==> src/rtl/rca_32_bit_pkg.sv <==
// ---------------------------------------------------------------------------
// rca_32_bit_pkg
// Shared constants and types for the ripple-carry adder slice.
//   WIDTH_DEFAULT : default operand / sum width in bits (32)
//   word_t        : WIDTH_DEFAULT-bit unsigned word
// ---------------------------------------------------------------------------
package rca_32_bit_pkg;

   localparam int WIDTH_DEFAULT = 32;

   typedef logic [WIDTH_DEFAULT-1:0] word_t;

endpackage : rca_32_bit_pkg

==> src/rtl/rca_32_bit_full_adder.sv <==
// ---------------------------------------------------------------------------
// full_adder
// One-bit combinational full adder, the building block of the ripple chain.
// Ports:
//   a, b  : input  1  operand bits
//   cin   : input  1  carry in from the next-lower bit
//   sum   : output 1  a ^ b ^ cin
//   cout  : output 1  carry out to the next-higher bit
// ---------------------------------------------------------------------------
import rca_32_bit_pkg::*;

module full_adder (
   input  logic a,
   input  logic b,
   input  logic cin,
   output logic sum,
   output logic cout
);

   logic w_prop;

   // The propagate term is shared between the sum and the carry equations so
   // the carry is generated either locally (a & b) or passed through from cin.
   assign w_prop = a ^ b;
   assign sum    = w_prop ^ cin;
   assign cout   = (a & b) | (cin & w_prop);

endmodule : full_adder

==> src/rtl/rca_32_bit.sv <==
// ---------------------------------------------------------------------------
// rca_32_bit
// WIDTH-bit ripple-carry adder with registered outputs: {c_out, s} = a+b+c_in.
// The carry ripples through WIDTH full adders from bit 0 upward; the result
// is captured on the rising clock edge, giving a single-cycle arithmetic
// stage with one result per cycle.
// Ports:
//   clk   : input  1      rising-edge clock
//   rst   : input  1      synchronous reset, active-high (clears s and c_out)
//   a     : input  WIDTH  addend A, unsigned
//   b     : input  WIDTH  addend B, unsigned
//   c_in  : input  1      carry into bit 0
//   s     : output WIDTH  registered sum, low WIDTH bits of a+b+c_in
//   c_out : output 1      registered carry out of bit WIDTH-1
// ---------------------------------------------------------------------------
import rca_32_bit_pkg::*;

module rca_32_bit #(
   parameter int WIDTH = WIDTH_DEFAULT
) (
   input  logic             clk,
   input  logic             rst,
   input  logic [WIDTH-1:0] a,
   input  logic [WIDTH-1:0] b,
   input  logic             c_in,
   output logic [WIDTH-1:0] s,
   output logic             c_out
);

   logic [WIDTH:0]   w_carry;
   logic [WIDTH-1:0] w_sum;
   logic [WIDTH-1:0] r_sum;
   logic             r_cout;

   // The carry vector holds one entry per bit boundary: w_carry[i] enters
   // bit i and w_carry[WIDTH] is the carry out of the whole word.
   assign w_carry[0] = c_in;

   // Chain WIDTH full adders, each feeding its carry into the next stage.
   // Deliberately no lookahead: the critical path is the full ripple.
   for (genvar gi = 0; gi < WIDTH; gi++) begin : g_fa
      full_adder u_fa (
         .a    (a[gi]),
         .b    (b[gi]),
         .cin  (w_carry[gi]),
         .sum  (w_sum[gi]),
         .cout (w_carry[gi+1])
      );
   end

   // Output register. Reset wins over the add, so a sum arriving on a reset
   // edge is dropped and the outputs read zero for the following cycle.
   always_ff @(posedge clk) begin
      if (rst) begin
         r_sum  <= '0;
         r_cout <= 1'b0;
      end else begin
         r_sum  <= w_sum;
         r_cout <= w_carry[WIDTH];
      end
   end

   assign s     = r_sum;
   assign c_out = r_cout;

endmodule : rca_32_bit

==> config.mk <==
export PLATFORM = sky130hd
export DESIGN_NAME = rca_32_bit
export DESIGN_NICKNAME = d
export VERILOG_FILES = /design/src/rtl/rca_32_bit_pkg.sv /design/src/rtl/rca_32_bit_full_adder.sv /design/src/rtl/rca_32_bit.sv
export SDC_FILE = /design/constraint.sdc
export NUM_CORES = 1
export LEC_CHECK = 0
export BUFFER_PORTS_ARGS = -buffer_cell sky130_fd_sc_hd__buf_4
export CAP_MARGIN = 25
export CORE_MARGIN = 4
export CORE_UTILIZATION = 45
export DETAILED_ROUTE_END_ITERATION = 12
export HOLD_SLACK_MARGIN = 0.05
export PLACE_DENSITY = 0.84
export SYNTH_ARGS = -nofsm -noshare
export SYNTH_HDL_FRONTEND = slang
export SYNTH_SLANG_ARGS = --single-unit
==> constraint.sdc <==
create_clock -name clk -period 26.3 [get_ports clk]
set_input_delay 3.945 -clock clk [delete_from_list [all_inputs] [get_ports clk]]
set_output_delay 3.945 -clock clk [all_outputs]
set_load 0.02 [all_outputs]
; ---- Word-level counts from Yosys, hierarchy flattened
; Cells that the tools add are included.
[totals]
regBits = 33
in_bits = 67
out_inout_bits = 33
wordCells = 162
[classes]
bitwise_logic = 160
[op_table]
columns = cell, count
row1 = 1-bit AND, 64
row2 = 1-bit XOR, 64
row3 = 1-bit bitwise OR, 32

; ---- Longest topological paths before layout
[logic_depth]
ltp_word = 65
ltp_mapped = 36

; ---- Modules after synthesis
; A second synthesis with hierarchy kept.
[hier_totals]
cells_unflattened = 101
area_unflattened_um2 = 1530.2
[by_module_without_submodules]
columns = module, n_inst, cells_per_inst, area_each_um2
row1 = rca_32_bit, 1, 69, 889.6
row2 = full_adder, 32, 1, 20.0

; ---- Least setup slack after synthesis
; No wires, ideal clock.
[synth_timing]
kind = in2reg
from = in a[0]
to = reg r_sum[31], in the netlist s[31]
required_ns = 26.236
setup_ns = 0.064
cell_stages = 36
path_buffers = 0
setup_slack_ns = 10.128
t_arrival_ns = 16.107
cell_sequence = fa_1 fa_1 fa_1 fa_1 fa_1 fa_1 fa_1 fa_1 fa_1 inv_1 fa_1 inv_1 fa_1 fa_1 fa_1 fa_1 fa_1 fa_1 fa_1 fa_1 fa_1 fa_1 fa_1 fa_1 fa_1 fa_1 fa_1 fa_1 fa_1 fa_1 fa_1 fa_1 fa_1 inv_1 fa_1 nor2_1
[synth_between]
elab_chain_cells = 64
[synth_rtl]
columns = element, line
row1 = start: declaration, rca_32_bit.sv:23  ; input logic [WIDTH-1:0] a,
row2 = 1-bit XOR, rca_32_bit_full_adder.sv:24  ; assign w_prop = a ^ b;
row3 = 1-bit AND, rca_32_bit_full_adder.sv:26  ; assign cout = (a & b) | (cin & w_prop);
row4 = 1-bit bitwise OR *, rca_32_bit_full_adder.sv:26
row5 = 1-bit AND *, rca_32_bit_full_adder.sv:26
row6 = 1-bit bitwise OR *, rca_32_bit_full_adder.sv:26
row7 = 1-bit AND *, rca_32_bit_full_adder.sv:26
row8 = 1-bit bitwise OR *, rca_32_bit_full_adder.sv:26
row9 = 1-bit AND *, rca_32_bit_full_adder.sv:26
row10 = [48 not listed], --
row11 = 1-bit bitwise OR *, rca_32_bit_full_adder.sv:26
row12 = 1-bit AND *, rca_32_bit_full_adder.sv:26
row13 = 1-bit bitwise OR *, rca_32_bit_full_adder.sv:26
row14 = 1-bit AND *, rca_32_bit_full_adder.sv:26
row15 = 1-bit bitwise OR *, rca_32_bit_full_adder.sv:26
row16 = 1-bit AND *, rca_32_bit_full_adder.sv:26
row17 = 1-bit bitwise OR *, rca_32_bit_full_adder.sv:26
row18 = 1-bit XOR *, rca_32_bit_full_adder.sv:25  ; assign sum = w_prop ^ cin;
row19 = end signal: assignment, rca_32_bit.sv:58  ; r_sum <= w_sum;
row20 = end: declaration, rca_32_bit.sv:32  ; logic [WIDTH-1:0] r_sum;
; Mark *: on every way between the ends. The rest lies on a longest branch, timed or not.
; A chain may end at the register's enable or synchronous reset.

; ---- Final worst setup path
; Ends and elaborated chain as after synthesis.

==> impl_metrics.json <==
{
  "nets": 310,
  "p_total_uw": 128.0,
  "cell_internal_pwr_uw": 91.77,
  "synth-seq-area-share": 0.4265,
  "crit_top_cell": "fa_1",
  "crit_fanout": 1,
  "clk_pin_slew_ns": 0.09,
  "ys_types": 6,
  "max-clock-path-buffers": 2,
  "leakage_uw": 0.001135,
  "grt_overflow_total": 0,
  "ioPinCount": 100,
  "first_global_vias": 1212,
  "cts_max_level": 2,
  "maxCapViolations": 0,
  "crit_required_ns": 26.55,
  "design_area_mm2": 0.002382,
  "layout.cells.most_common": "buf_4",
  "yosysWarningCount": 0,
  "timing.final.crit_share": 0.6242,
  "initial_utilization": 0.4642,
  "pwr-share-clk": 0.208,
  "synth_seq_cells": 33,
  "fin_ws_ns": 9.885,
  "synthCells": 108,
  "track_usage": 0.1608,
  "finalSetupViolations": 0,
  "slew_violations": 0,
  "p_sw_frac": 0.2831,
  "drcViolationCount": 0,
  "cts-hold-fix-buffers": 0,
  "clockRootBuffer": "clkbuf_4",
  "postSynthAreaPerCell_um2": 14.34,
  "area_growth_pct": 53.80,
  "grt_pass1_wl_mm": 5.250,
  "final_hold_viol_count": 0,
  "via_count": 1086,
  "cts_tree": "built",
  "first_iter_violations": 44,
  "relSlewSlack": 0.7832,
  "dpl.hpwl_mm": 2.871,
  "grt_start_max_net_pins": 34,
  "combPwrFrac": 0.336,
  "p_per_area_mw_per_mm2": 53.73,
  "netlist_area_mm2": 0.001549,
  "cts.repair.resized": 0,
  "layout_common_cells": "buf_4 (99), dfxtp_1 (33), fa_1 (32)",
  "die_y_um": 66.67,
  "max_stage_delay_ns": 0.44,
  "slowest_stage": "fa_1",
  "end_kind": "register",
  "ir_drop_mv": 0.02135,
  "synthesis.nets": 207,
  "drtPass1Iterations": 4,
  "cp-start-kind": "primary input",
  "place_congestion": 0.6848,
  "ant_nets": 0,
  "place_area_mm2": 0.002327,
  "status": "complete, no violations",
  "numCtsBuffers": 5,
  "die_area_mm2": 0.004445,
  "post-place-ws_ns": 9.531,
  "clock-sinks": 33,
  "post_cts_buffers": 0,
  "fillers": 252,
  "insertedDiodeCount": 0,
  "coreArea_mm2": 0.003337,
  "die_w_um": 66.67,
  "period_needed_ns": 16.42,
  "wl_per_cell_um": 12.74,
  "rsz0062_at_grt": "false",
  "p_switching_uw": 36.24,
  "num_rows": 21,
  "vias_per_cell": 4.226,
  "worstMarginPinSlew_ns": 0.3252,
  "hp-class": "in2reg",
  "seq_power_share": 0.456,
  "hold_ws_ns": 3.996,
  "drt_wl_total_mm": 3.274,
  "finalSetupTns_ns": 0,
  "critPathKind": "in2reg",
  "antenna_found_initial": 0,
  "cp.arrival_ns": 16.66,
  "portBuffers": 99,
  "drive_gt1_frac": 0.4976,
  "max_freq_ghz": 0.06092
}
[power by group through the flow]
stage          combinational [uW]  sequential, uW  clock, uW
2_1_floorplan                12.3            67.8          0
3_3_place_gp                 42.1            59.3          0
3_5_place_dp                 43.5            59.6          0
4_1_cts                      43.8            58.5       27.9
5_1_grt                      48.2            59.0       30.2
6_report                     43.1            58.3       26.6
[final timing paths]
check             start    end  slack (ns)  cells after the start
setup / recovery   a[0]  s[31]        9.88                     37
hold / removal     c_in   s[0]        4.00                      3
[cell usage after synthesis]
cell     count  area share
dfxtp_1     33        0.43
nor2_1       3      0.0073
fa_1        32        0.41
nor2b_1     30        0.12
buf_4        3       0.015
inv_1        7       0.017
[cell families after synthesis]
logic type,synth area share
simple gates,0.1284
flops,0.4265
fa+ha+maj,0.4136
buf+inv,0.03150
[state kept, by name, summed over array words and instances (netlist names)]
name	cells
c_out	1
s	32
[area by class of cell]
cell class | instances | area, um2 | share of cell area
Multi-Input combinational cell | 65 | 839.6 | 0.3524
Timing Repair Buffer | 99 | 743.2 | 0.3120
Sequential cell | 33 | 660.6 | 0.2773
Tap cell | 46 | 57.56 | 0.02416
Clock buffer | 7 | 55.05 | 0.02311
Inverter | 7 | 26.28 | 0.01103
[through the flow]
step,utilization,cells
floorplan,-,108
global placement,0.6974,250
detailed placement,0.6974,250
CTS,0.7139,257
global route,0.7139,257
finish,0.7139,257
[metal layers]
layer | GRT usage | part of all wire
met3 | 0.04384 | 0.11
met1 | 0.1700 | 0.32
met5 | 0 | 0
met2 | 0.3069 | 0.56
met4 | 0.04569 | 0.0049
[worst max-delay path, delay by kind of cell]
family,cells,cell delay [ns]
adder cells (fa/ha/maj),32,12.29
buffers and inverters,4,0.32
AND/OR/NAND/NOR,1,0.09
Power figures use the tool's default switching activity.
